### config.mk
export PLATFORM = sky130hd
export DESIGN_NAME = record_part_1
export DESIGN_NICKNAME = d
export VERILOG_FILES = /design/src/rtl/record_part_1.sv
export SDC_FILE = /design/constraint.sdc
export NUM_CORES = 1
export LEC_CHECK = 0
export BUFFER_PORTS_ARGS = -buffer_cell sky130_fd_sc_hd__buf_2
export CORE_MARGIN = 2
export CORE_UTILIZATION = 52
export DETAILED_ROUTE_END_ITERATION = 7
export PLACE_DENSITY_LB_ADDON = 0.08
export SYNTH_ARGS = -nofsm -noshare
export SYNTH_HDL_FRONTEND = slang
export SYNTH_SLANG_ARGS = --single-unit
### constraint.sdc
create_clock -name clk -period 2 [get_ports clk]
set_input_delay 0.4 -clock clk [delete_from_list [all_inputs] [get_ports clk]]
set_output_delay 0.4 -clock clk [all_outputs]
set_load 0.02 [all_outputs]
### src/rtl/record_part_1.sv
// Song recorder: times each key press on the live keyboard and writes
// {note, duration} to the next song-memory slot, in the format that the
// auto-play sequencer reads back.
//
// Ports:
//   clk, rst        clock, synchronous active-high reset
//   record_en       level enable for recording
//   clear           one-cycle pulse, restart recording at address 0
//   key_on, key     live keyboard state (key 0 = no note)
//   wr_en           one-cycle song-memory write strobe
//   wr_addr         write location (held until the next write)
//   wr_note         note to store (held until the next write)
//   wr_duration     press length in clk cycles (held until the next write)
//   note_count      notes stored since reset or clear
//   full            note_count has reached DEPTH
//   recording       a press is currently being timed
module record_part_1 #(
    parameter int DEPTH     = 25,
    parameter int MIN_PRESS = 1000000,
    parameter int DUR_W     = 26
) (
    input  logic             clk,
    input  logic             rst,
    input  logic             record_en,
    input  logic             clear,
    input  logic             key_on,
    input  logic [3:0]       key,
    output logic             wr_en,
    output logic [4:0]       wr_addr,
    output logic [3:0]       wr_note,
    output logic [DUR_W-1:0] wr_duration,
    output logic [4:0]       note_count,
    output logic             full,
    output logic             recording
);

    typedef enum logic {
        IDLE,
        PRESS
    } state_t;

    localparam logic [4:0]       LAST_ADDR = 5'(DEPTH - 1);
    localparam logic [4:0]       DEPTH_CNT = 5'(DEPTH);
    localparam logic [DUR_W-1:0] MIN_DUR   = DUR_W'(MIN_PRESS);

    state_t             state_q, state_d;
    logic [DUR_W-1:0]   ctr_q, ctr_d;
    logic [3:0]         note_q, note_d;
    logic [4:0]         addr_q, addr_d;
    logic [4:0]         count_q, count_d;
    logic               full_q, full_d;
    logic               rec_q, rec_d;
    logic               wr_en_q, wr_en_d;
    logic [4:0]         wr_addr_q, wr_addr_d;
    logic [3:0]         wr_note_q, wr_note_d;
    logic [DUR_W-1:0]   wr_dur_q, wr_dur_d;

    logic start;
    logic hold;

    assign start = record_en && key_on && (key != 4'd0) && !full_q;
    assign hold  = key_on && (key == note_q) && record_en;

    always_comb begin
        state_d   = state_q;
        ctr_d     = ctr_q;
        note_d    = note_q;
        addr_d    = addr_q;
        count_d   = count_q;
        full_d    = full_q;
        rec_d     = rec_q;
        wr_en_d   = 1'b0;
        wr_addr_d = wr_addr_q;
        wr_note_d = wr_note_q;
        wr_dur_d  = wr_dur_q;

        if (clear) begin
            // Abandons any press in progress, even one ending this edge.
            state_d = IDLE;
            rec_d   = 1'b0;
            ctr_d   = '0;
            addr_d  = '0;
            count_d = '0;
            full_d  = 1'b0;
        end else begin
            unique case (state_q)
                IDLE: begin
                    if (start) begin
                        note_d  = key;
                        ctr_d   = {{(DUR_W-1){1'b0}}, 1'b1};
                        state_d = PRESS;
                        rec_d   = 1'b1;
                    end
                end
                PRESS: begin
                    if (hold) begin
                        if (ctr_q != '1) begin
                            ctr_d = ctr_q + 1'b1;
                        end
                    end else begin
                        state_d = IDLE;
                        rec_d   = 1'b0;
                        // Short presses are treated as key bounce.
                        if (ctr_q >= MIN_DUR) begin
                            wr_en_d   = 1'b1;
                            wr_addr_d = addr_q;
                            wr_note_d = note_q;
                            wr_dur_d  = ctr_q;
                            addr_d    = (addr_q == LAST_ADDR) ?
                                        5'd0 : addr_q + 5'd1;
                            count_d   = count_q + 5'd1;
                            full_d    = (count_q + 5'd1) == DEPTH_CNT;
                        end
                    end
                end
                default: begin
                    state_d = IDLE;
                end
            endcase
        end
    end

    always_ff @(posedge clk) begin
        if (rst) begin
            state_q   <= IDLE;
            ctr_q     <= '0;
            note_q    <= '0;
            addr_q    <= '0;
            count_q   <= '0;
            full_q    <= 1'b0;
            rec_q     <= 1'b0;
            wr_en_q   <= 1'b0;
            wr_addr_q <= '0;
            wr_note_q <= '0;
            wr_dur_q  <= '0;
        end else begin
            state_q   <= state_d;
            ctr_q     <= ctr_d;
            note_q    <= note_d;
            addr_q    <= addr_d;
            count_q   <= count_d;
            full_q    <= full_d;
            rec_q     <= rec_d;
            wr_en_q   <= wr_en_d;
            wr_addr_q <= wr_addr_d;
            wr_note_q <= wr_note_d;
            wr_dur_q  <= wr_dur_d;
        end
    end

    assign wr_en       = wr_en_q;
    assign wr_addr     = wr_addr_q;
    assign wr_note     = wr_note_q;
    assign wr_duration = wr_dur_q;
    assign note_count  = count_q;
    assign full        = full_q;
    assign recording   = rec_q;

endmodule
* Word-level counts from Yosys, hierarchy flattened
Cells that the tools add are included.
Operators by class: bitwise operators 3, order comparisons 1, multiplexer cells 12, reductions and logical operators 14, add/subtract/negate cells 3, equal/unequal tests 8
Operator list (count):
- $mux 26 | 3
- $pmux 26 s2 | 1
- $add 26x1->26 const B | 1
- $ge 26x20->1 const B | 1
- $ne 26x26->1 const B | 1
- $add 5x1->5 const B | 2
- $eq 5x5->1 const B | 2
- $reduce_and 3->1 | 3
- $logic_and 1x1->1 | 5
- $mux 1 | 5
- $mux 5 | 1
- $eq 4x4->1 | 1
- $ne 2x1->1 const B | 2
- $ne 2x2->1 const B | 2
- $pmux 1 s2 | 2
- $reduce_and 4->1 | 1
- $reduce_bool 4->1 | 1
- $reduce_or 4->1 | 1
- $not 1->1 | 3
- $reduce_and 2->1 | 1
- $reduce_or 2->1 | 1
- $logic_not 1->1 | 1
Storage, ports and cells: word-level logic and storage cells 52, output and inout port bits 43, input bits 9, register bits after elaboration 79

* Logic depth before layout (Yosys ltp)
Gate-level depths: netlist of run 1.
depth in word-level cells 5, mapped depth 8

* Least setup slack after synthesis of run 1
OpenSTA, ideal clock, no wires.
kind flip-flop to flip-flop, from register ctr_q[0], to register ctr_q[0], buffers on the path 1, setup time 0.134 ns, slack 0.058 ns, arrival 1.809 ns, stages on the path, launching flop included 8, path through dfxtp_1 > ha_1 > nand2_1 > or2_4 > buf_6 > or4_4 > a21oi_1 > a211oi_1
Between the ends: longest elaborated chain between the ends 4
RTL lines:
- start: declaration | RTL line 47 | logic [DUR_W-1:0] ctr_q, ctr_d;
- start signal: assignment | RTL line 138 | ctr_q <= ctr_d;
- $add 26x1->26 | RTL line 98 | ctr_d = ctr_q + 1'b1;
- $mux 26 | RTL line 97 | if (ctr_q != '1) begin
- $mux 26 | RTL line 96 | if (hold) begin
- $pmux 26 s2 | RTL line 86 | unique case (state_q)
Parallel ways exist; a longest one is shown, timed or not. The select of a mux whose other input is x is not followed. A chain may end at the register's enable or synchronous reset.

* Final worst setup path of run 1
from register ctr_q[13], to register ctr_q[25]
The elaborated chain is that of the path after synthesis.

==> summary.txt, run 1 <==
Final layout
  • Commonest non-fill, non-tap cell in the layout: dfxtp_1
  • Design Area, Final: 5080 µm²
  • Share of cells above drive strength 1: ~29%
  • Fin nets: 550
  • Cell Count, Final, Fillers Out: 642
  • N_diodes: 0
  • Area Growth Syn to Fin: 23.8%
  • Commonest cells after routing, fill and taps aside: 73 x dfxtp_1, 67 x nand2b_1, 51 x buf_2

Clock network
  • Clock Sinks: between 70 and 80
  • Clock Latency Late Sink: around 350 ps
  • Clk slew on worst S/H paths: roughly 80 ps
  • CTS Buffer Depth: 2
  • CTS tree: done
  • H-tree levels: 3
  • CTS Buf Count: 9
  • Root Buffer: clkbuf_8

Run
  • Max cap viols: 0

Critical path
  • FF-to-FF setup slack: 90 ps
  • WP data required: 2290 ps
  • RR Endpoint: ctr_q[25]
  • CP Launch Type: register
  • Worst Setup SP: ctr_q[13]
  • Worst Reg-to-Reg Cells: 8
  • Start of the worst register-to-register path: ctr_q[13]
  • WP data arrival: 2190 ps
  • CP max FO: 9
  • Critical path class: reg -> reg
  • CP Capture Point: ctr_q[25]
  • Element type at the critical path end: register

Power and ir drop
  • Internal cell power: 0.00238 W
  • Switching share of power: 22.1%
  • Final Total Pwr: 0.00306 W
  • Comb pwr share: 5.2%
  • VDD IR max: 376 µV
  • Sw power: 0.000677 W
  • PwrDens: 602 nW/µm²
  • Clock Power Share: a little over two fifths
  • Leakage Power: 1.84 nW
  • Sequential share of power: 51.7%

Yosys
  • Share of the synthesized area in the top cell type: 38.6%
  • Cell count after synthesis: between 400 and 500
  • Post-synth EDFFs: 0
  • Leading area contributor after synthesis: dfxtp_1
  • Syn_area_per_cell: 9.19 µm²
  • Ranking of synthesized cells by area: dfxtp_1 39%, nand2b_1 10%, mux2i_1 9.3%
  • Yosys reg bits: 79
  • Yosys cell types: 59
  • FFs w/ async S/R, synth: 0%
  • Yosys warning count: 0
  • Post-synthesis cell area: 4100 µm²
  • Syn Nets: 461
  • Sequential fraction of the synthesis area: 38.6%
  • Top_reg_cell synth: dfxtp_1

Drt
  • DR pass1 iterations: 4
  • Via/cell ratio: 5.63
  • Routed WL: around 9400 µm
  • Routed len/inst: roughly 15 µm
  • DR vias: 3617
  • DRT iter0 DRCs: 124
  • Residual DRC: 0
  • Routed Antenna Nets: 0

Run status
  • Outcome: finished clean

Floorplanning
  • Row count: 32
  • Starting Density: 53.3%
  • Die Area: 8610 µm²
  • Die Height: 92.8 µm
  • Top-Level Pins: between 50 and 60
  • Die width: slightly above 90 µm
  • Core Footprint: 7690 µm²

STA
  • Fin crit share: 95.3%
  • F_max: 525 MHz
  • TNS Setup: 0 ps
  • Slew margin rel.: 52.1%
  • Unrepaired setup endpoints after global routing: true
  • Clk_skew: approximately 7.4 ps
  • Final Max Slew Viols: 0
  • Tmin final: ~1900 ps
  • Final setup fails: 0
  • Min Hold Slack: 355 ps
  • Endpoints failing hold: 0
  • Least-Margin Pin Slew: between 700 and 800 ps

Place
  • # port buffers: 51
  • Routability cong.: 0.839
  • # placed instances: 626
  • Area post-placement: 4780 µm²
  • Dpl hpwl: ~6900 µm

Global route
  • GRT Overall Usage: 22.8%
  • Gr ovfl total: 0
  • First-pass GRT wire length: 15900 µm
  • Vias in the first global route: 3502
  • Initial antenna violation count: 0
  • Largest net degree at the start of global routing: 59

Worst hold path
  • Worst min-delay path class: in -> reg
[per-stage QoR]
step,setup WS [ps],utilization [%]
final,94.7,66.0
after global routing,-41.6,66.0
after CTS,8.80,65.1
after detailed placement,-96.3,62.2
after global placement,-15.4,62.2
after floorplan,57.6,-
[worst max-delay path, stage by stage, from the launching register on]
cell,delay (ps)
dfxtp_1,370
and4_1,230
buf_4,140
nand3_4,90
buf_4,170
nor4_4,50
buf_4,170
or4b_1,470
a21oi_1,150
[cells by family (layout without fill, tap and decap cells)]
| kind of cell | count (synthesis) | count (layout) | share of synthesized area, % |
|---|---|---|---|
| AOI/OAI and AO/OA | 96 | 96 | 15.8 |
| and+or+nand+nor | 187 | 187 | 29.1 |
| DFF | 79 | 79 | 38.6 |
| buffers and inverters | 36 | 130 | 4.55 |
| muxes | 38 | 38 | 9.28 |
| adders and majority gates | 6 | 6 | 1.83 |
| xor gates and xnor gates | 4 | 4 | 0.855 |
[metal layers]
metal,wire (µm),GRT usage [%],vias to the layer above
met5,0,0,-
met4,189,8.46,0
met3,277,3.66,14
met2,4630,40.4,67
met1,4330,27.7,1714
li1,-,-,1822
[sequential cells by signal, summed over array words and instances, names as in the netlist]
| signal | cells |
|---|---|
| recording | 1 |
| wr_duration | 26 |
| addr_q | 5 |
| wr_en | 1 |
| state_q | 1 |
| wr_note | 4 |
| full | 1 |
| note_count | 5 |
| wr_addr | 5 |
| note_q | 4 |
| ctr_q | 26 |
[synthesized netlist by cell type, types with 3 or more instances]
library cell,instances
nor2_1,20
dfxtp_1,79
nor3_1,5
clkbuf_1,11
a31oi_1,4
nor3b_1,4
o21ai_0,12
nor4_1,6
o211ai_1,3
a21oi_1,29
nand4_1,8
or4_1,17
ha_1,6
inv_1,10
buf_2,7
xnor2_1,4
and3_1,4
mux2i_1,38
nand3_1,16
o31ai_1,21
buf_6,5
nand2b_1,67
o21bai_1,4
and4_1,4
nand2_1,18
or2_2,3
[cell type report]
class                   count  area (µm²)
repair buffers            104         707
clock inverters             6        83.8
multi-input cells         331        2390
flip-flops and latches     79        1590
well taps                 102         128
clock buffers              10         138
fillers                   655        2610
inverters                  10        37.5
[power groups by stage]
stage / clock network, W / registers (W) / logic, W
floorplan: 0 / 0.00162 / 0.0000924
global placement: 0 / 0.00162 / 0.000151
detailed placement: 0 / 0.00162 / 0.000153
CTS: 0.00135 / 0.00158 / 0.000154
global route: 0.00141 / 0.00158 / 0.000173
finish: 0.00132 / 0.00158 / 0.000158
[how the worst min path moves through the flow]
stage,end,cells past startpoint,slack (ps),startpoint
after CTS,note_q[2],3,340,key[2]
after global placement,wr_duration[3],2,450,wr_duration[3]
after floorplan,ctr_q[19],2,460,ctr_q[19]
after global routing,note_q[3],3,380,key[3]
final,note_q[3],3,350,key[3]
after detailed placement,wr_duration[6],2,460,wr_duration[6]
[what timing repair did]
item | in CTS | in global routing
endpoints found under the setup margin | 0 | 25
resized for setup | 0 | 18
hold buffers | 0 | 0
buffers inserted | 0 | 0
(Power assumes the default switching activity.)
==> run 2: changes to the inputs <==
--- a/config.mk
+++ b/config.mk
@@ -6,8 +6,10 @@
 export NUM_CORES = 1
 export LEC_CHECK = 0
 export BUFFER_PORTS_ARGS = -buffer_cell sky130_fd_sc_hd__buf_2
+export CELL_PAD_IN_SITES_DETAIL_PLACEMENT = 1
+export CELL_PAD_IN_SITES_GLOBAL_PLACEMENT = 2
 export CORE_MARGIN = 2
-export CORE_UTILIZATION = 52
+export CORE_UTILIZATION = 32
 export DETAILED_ROUTE_END_ITERATION = 7
 export PLACE_DENSITY_LB_ADDON = 0.08
 export SYNTH_ARGS = -nofsm -noshare
==> summary.txt, run 2 (synthesized netlist as in run 1, its figures left out) <==
Run status
  • Outcome: finished clean

Floorplanning
  • Top-Level Pins: 52 (unchanged)
  • Die Area: 13700 µm² (+59%)
  • Die Height: 117 µm (+26%)
  • Row count: 41 (+28%)
  • Die width: 117 µm (+26%)
  • Starting Density: 32.6% (-21 points)
  • Core Footprint: 12600 µm² (+63%)

Power and ir drop
  • Leakage Power: 2.01 nW (+9.0%)
  • VDD IR max: 386 µV (+2.6%)
  • Final Total Pwr: 0.00344 W (+12%)
  • PwrDens: 627 nW/µm² (+4.0%)

Global route
  • Largest net degree at the start of global routing: 71 (+20%)
  • GRT Overall Usage: 18.1% (-4.7 points)
  • Initial antenna violation count: 0 (unchanged)
  • First-pass GRT wire length: 19300 µm (+22%)
  • Gr ovfl total: 0 (unchanged)
  • Vias in the first global route: 3819 (+9.1%)

STA
  • Least-Margin Pin Slew: 638 ps (-74.9 ps)
  • F_max: 510 MHz (-2.8%)
  • Min Hold Slack: 385 ps (+30.3 ps)
  • Clk_skew: 9.94 ps (+2.57 ps)
  • Fin crit share: 98.0% (+2.8 points)
  • Unrepaired setup endpoints after global routing: true
  • Tmin final: 1960 ps (+55.5 ps)
  • Final setup fails: 0 (unchanged)
  • Final Max Slew Viols: 0 (unchanged)
  • Slew margin rel.: 57.2% (+5.1 points)
  • Endpoints failing hold: 0 (unchanged)

Critical path
  • Critical path's slowest cell: or4_1
  • Max incr delay on CP: 400 ps (-70 ps)
  • Critical path class: reg -> reg
  • WP data arrival: 2240 ps (+50 ps)
  • CP delay by family, top: simple AND/OR/NAND/NOR gates
  • Critical-path cell list: nand4bb_4 -> or2_4 -> buf_4 -> a311o_1 -> or4_1 -> a21oi_1
  • Element type at the critical path end: register
  • CP Launch Type: register
  • FF-to-FF setup slack: 40 ps (-60 ps)
  • CP max FO: 4 (-5)
  • Worst path bufs/invs: 1 (-2)
  • WP data required: 2280 ps (about the same)

Place
  • # port buffers: 51 (unchanged)
  • Routability cong.: 0.775 (-7.7%)
  • # placed instances: 710 (+13%)
  • Dpl hpwl: 8380 µm (+22%)

Final layout
  • Share of cells above drive strength 1: 33.4% (+4.7 points)
  • N_diodes: 0 (unchanged)
  • Core Util, Final: 43.7% (-22 points)
  • Fill cell count: 1472 (+120%)
  • Fin nets: 570 (+3.6%)
  • Area Growth Syn to Fin: 33.9%
  • Commonest non-fill, non-tap cell in the layout: dfxtp_1
  • Commonest cells after routing, fill and taps aside: 70 x dfxtp_1, 67 x nand2b_1, 61 x buf_4
  • Cell Count, Final, Fillers Out: 732 (+14%)

Drt
  • DR pass1 iterations: 4 (unchanged)
  • Routed Antenna Nets: 0 (unchanged)
  • DR vias: 3816 (+5.5%)
  • Residual DRC: 0 (unchanged)
  • Routed len/inst: 16.7 µm (+14%)
  • Via/cell ratio: 5.21 (-7.5%)
  • Routed WL: 12200 µm (+30%)
  • DRT iter0 DRCs: 135 (+8.9%)

Clock network
  • Hold buffer count at CTS: 0 (unchanged)
  • CTS Buf Count: 9 (unchanged)
  • CTS tree: done
  • Root Buffer: clkbuf_16
  • H-tree levels: 3 (unchanged)
  • Clock Sinks: 79 (unchanged)
  • Clock Latency Late Sink: 350 ps (about the same)
  • CTS Buffer Depth: 2 (unchanged)
  • Clk slew on worst S/H paths: 60 ps (-20 ps)

Run
  • Max cap viols: 0 (unchanged)

Worst hold path
  • Worst min-delay path class: in -> reg
==> run 2: path summary, 6_finish.rpt <==
check                   from               to  depth (start not counted)
max                     full        ctr_q[24]                          6
min                   key[1]        note_q[1]                          3
max reg2reg             full        ctr_q[24]                          6
min reg2reg  wr_duration[24]  wr_duration[24]                          2
==> run 2: timing repair <==
action / CTS / global route
setup buffers: 0 / 3
gates cloned: 0 / 3
setup endpoints to repair: 6 / 29
resized for setup: 2 / 36
pin swaps: 0 / 13
==> run 2: area by class of cell <==
type	instances	area [µm²]	area share, %
tap	172	215	3.92
clock inverter	5	57.6	1.05
multi-input combinational	333	2480	45.1
inverter	10	37.5	0.684
clock buffer	11	243	4.42
sequential	79	1600	29.1
timing repair buffer	122	863	15.7
==> run 2: where the power goes <==
group / switching (W) / total (W) / internal, W
clock: 0.000671 / 0.00167 / 0.000999
combinational: 0.000105 / 0.000187 / 0.0000825
sequential: 0.00000508 / 0.00158 / 0.00158
total: 0.000781 / 0.00344 / 0.00266
==> run 2: metrics by stage <==
stage | TNS, ps | worst slack, ps | cell area (µm²)
2_1_floorplan | 0 | 57.6 | 4100
3_3_place_gp | -1370 | -106 | 4990
3_5_place_dp | -2660 | -173 | 4990
4_1_cts | -1.64 | -1.64 | 5300
5_1_grt | -98.3 | -24.0 | 5490
6_report | 0 | 39.2 | 5490
==> run 2: worst min-delay path: cells and delay by family <==
family / cells / cell delay [ps]
mux: 1 / 80
buf+inv: 1 / 130
simple gates: 1 / 80
==> run 2: layer usage <==
metal / track usage (%) / up-vias / wire length, µm
met5: 0 / - / 0
met4: 7.37 / 0 / 187
met3: 3.09 / 10 / 291
met2: 28.9 / 47 / 5820
met1: 24.3 / 1889 / 5930
li1: - / 1870 / -
==> run 3: changes to the inputs <==
--- a/config.mk
+++ b/config.mk
@@ -5,7 +5,8 @@
 export SDC_FILE = /design/constraint.sdc
 export NUM_CORES = 1
 export LEC_CHECK = 0
-export BUFFER_PORTS_ARGS = -buffer_cell sky130_fd_sc_hd__buf_2
+export BUFFER_PORTS_ARGS = -buffer_cell sky130_fd_sc_hd__buf_4
+export CAP_MARGIN = 10
 export CELL_PAD_IN_SITES_DETAIL_PLACEMENT = 1
 export CELL_PAD_IN_SITES_GLOBAL_PLACEMENT = 2
 export CORE_MARGIN = 2
==> summary.txt, run 3 (synthesized netlist as in run 1, its figures left out) <==
STA
  • Slew margin rel.: 67.5% (+10 points)
  • Endpoints failing hold: 0 (unchanged)
  • Least-Margin Pin Slew: 485 ps (-153 ps)
  • Final Max Slew Viols: 0 (unchanged)
  • F_max: 515 MHz (+0.95%)
  • Fin crit share: 97.1% (-0.93 points)
  • Clk_skew: 7.82 ps (-2.11 ps)
  • Final setup fails: 0 (unchanged)
  • Tmin final: 1940 ps (-18.5 ps)

Floorplanning
  • Die Area: 13700 µm² (unchanged)
  • Die Height: 117 µm (unchanged)
  • Core Footprint: 12600 µm² (unchanged)
  • Row count: 41 (unchanged)
  • Starting Density: 32.6% (unchanged)
  • Die width: 117 µm (unchanged)
  • Top-Level Pins: 52 (unchanged)

Worst hold path
  • Worst min-delay path class: in -> reg
  • Min-delay src: key[1]
  • Hold EP: note_q[1]
  • Worst hold path cell count: 3 (unchanged)

Power and ir drop
  • PwrDens: 626 nW/µm² (about the same)
  • VDD IR max: 333 µV (-14%)
  • Leakage Power: 1.98 nW (-1.4%)

Global route
  • First-pass GRT wire length: 19600 µm (+1.4%)
  • Gr ovfl total: 0 (unchanged)
  • Initial antenna violation count: 0 (unchanged)
  • GRT Overall Usage: 18.5% (+0.38 points)
  • Largest net degree at the start of global routing: 41 (-42%)
  • Vias in the first global route: 3766 (-1.4%)

Clock network
  • Root Buffer: clkbuf_16
  • Clock Latency Late Sink: 340 ps (about the same)
  • CTS Buffer Depth: 2 (unchanged)
  • Clk slew on worst S/H paths: 60 ps (about the same)
  • Clock Sinks: 79 (unchanged)
  • Hold buffer count at CTS: 0 (unchanged)
  • CTS tree: done
  • CTS Buf Count: 9 (unchanged)
  • H-tree levels: 3 (unchanged)

Drt
  • Routed Antenna Nets: 0 (unchanged)
  • Routed WL: 12100 µm (-0.99%)
  • Detail Route met3 WL: 366 µm (+26%)
  • Via/cell ratio: 5.18 (-0.63%)
  • DR vias: 3766 (-1.3%)
  • Routed len/inst: 16.7 µm (-0.31%)
  • Met1 WL: 5950 µm (+0.47%)
  • DR WL met2: 5650 µm (-3.0%)
  • DRT iter0 DRCs: 187 (+39%)
  • Residual DRC: 0 (unchanged)
  • DR pass1 iterations: 4 (unchanged)
  • DR top layer: met4

Critical path
  • WP data required: 2280 ps (about the same)
  • Worst Reg-to-Reg Cells: 10 (+4)
  • FF-to-FF setup slack: 60 ps (+20 ps)
  • CP delay by family, top: buffers and inverters
  • Max incr delay on CP: 480 ps (+80 ps)
  • CP max FO: 7 (+3)
  • Start of the worst register-to-register path: note_q[3]
  • CP Launch Type: register
  • Crit path top cell by count: buf_4
  • WP data arrival: 2220 ps (-20 ps)
  • Critical path's slowest cell: or4_4
  • Critical-path cell list: xnor2_2 -> nand4_1 -> buf_6 -> buf_4 -> buf_4 -> o21ai_1 -> buf_4 -> buf_4 -> or4_4 -> a21oi_2
  • RR Endpoint: note_count[3]
  • Worst path bufs/invs: 5 (+4)
  • Element type at the critical path end: register
  • Critical path class: reg -> reg

Final layout
  • Area Growth Syn to Fin: 34.3%
  • Design Area, Final: 5510 µm² (+0.30%)
  • Commonest cells after routing, fill and taps aside: 113 x buf_4, 72 x dfxtp_1, 67 x nand2b_1
  • Cell Count, Final, Fillers Out: 727 (-0.68%)
  • Commonest non-fill, non-tap cell in the layout: buf_4
  • Share of cells above drive strength 1: 31.7% (-1.7 points)
  • N_diodes: 0 (unchanged)
  • Fin nets: 565 (-0.88%)

Place
  • Routability cong.: 0.783 (+1.1%)
  • Area post-placement: 5030 µm² (+0.90%)
  • Dpl hpwl: 8450 µm (+0.81%)
  • # port buffers: 51 (unchanged)
  • # placed instances: 704 (-0.85%)

Run
  • Max cap viols: 0 (unchanged)

Run status
  • Outcome: finished clean
==> run 3: cell count changes in the layout (fill, tap and decap cells not counted), sizes merged <==
cell / delta
buf: -5
clkinv: +2
clkinvlp: -1
clkbuf: -1
==> run 3: worst register-to-register path: stages, from the launching register on <==
cell and delay [ps]:
dfxtp_2 340, xnor2_2 140, nand4_1 120, buf_6 140
buf_4 100, buf_4 100, o21ai_1 50, buf_4 160
buf_4 150, or4_4 480, a21oi_2 110
==> run 3: final cells by class <==
| type | count | area [µm²] |
|---|---|---|
| Timing Repair Buffer | 117 | 911 |
| Sequential cell | 79 | 1590 |
| Multi-Input combinational cell | 333 | 2450 |
| Fill cell | 1489 | 7060 |
| Clock buffer | 10 | 239 |
| Clock inverter | 6 | 60.1 |
| Inverter | 10 | 37.5 |
| Tap cell | 172 | 215 |
==> run 3: through the flow <==
stage	hold WS, ps	setup slack [ps]	total power, W	TNS (ps)	util, %
detailed placement	463	-188	0.00179	-2830	40.0
global route	361	-5.06	0.00359	-5.06	43.8
global placement	458	-103	0.00178	-861	40.0
finish	334	57.8	0.00345	0	43.8
floorplan	461	57.6	0.00171	0	-
CTS	315	9.59	0.00349	0	42.5
==> run 3: worst max path at each step <==
stage / from / cells after the start / slack [ps] / to
floorplan: ctr_q[0] / 7 / 60 / ctr_q[0]
global placement: key[0] / 6 / -100 / ctr_q[3]
detailed placement: key[1] / 6 / -190 / ctr_q[18]
CTS: ctr_q[4] / 6 / 10 / ctr_q[23]
global route: note_q[2] / 10 / -5 / note_count[3]
finish: note_q[3] / 10 / 60 / note_count[3]
==> run 3: where the power goes <==
part           switching, W  total (W)  internal, W
Sequential       0.00000435    0.00158      0.00158
Combinational      0.000106   0.000196    0.0000897
Clock              0.000677    0.00167     0.000994
Total              0.000788    0.00345      0.00266
==> run 3: per-layer routing <==
layer  track usage (%)  vias to the layer above
met1              25.4                     1843
met4              5.18                        0
met5                 0                        -
li1                  -                     1857
met3              4.17                        9
met2              29.2                       57
==> run 3: timing repair <==
action	in CTS	in global routing
pin swaps	0	12
setup buffers	0	5
gates resized for setup	2	27
cloned	0	2
setup endpoints to repair	3	20
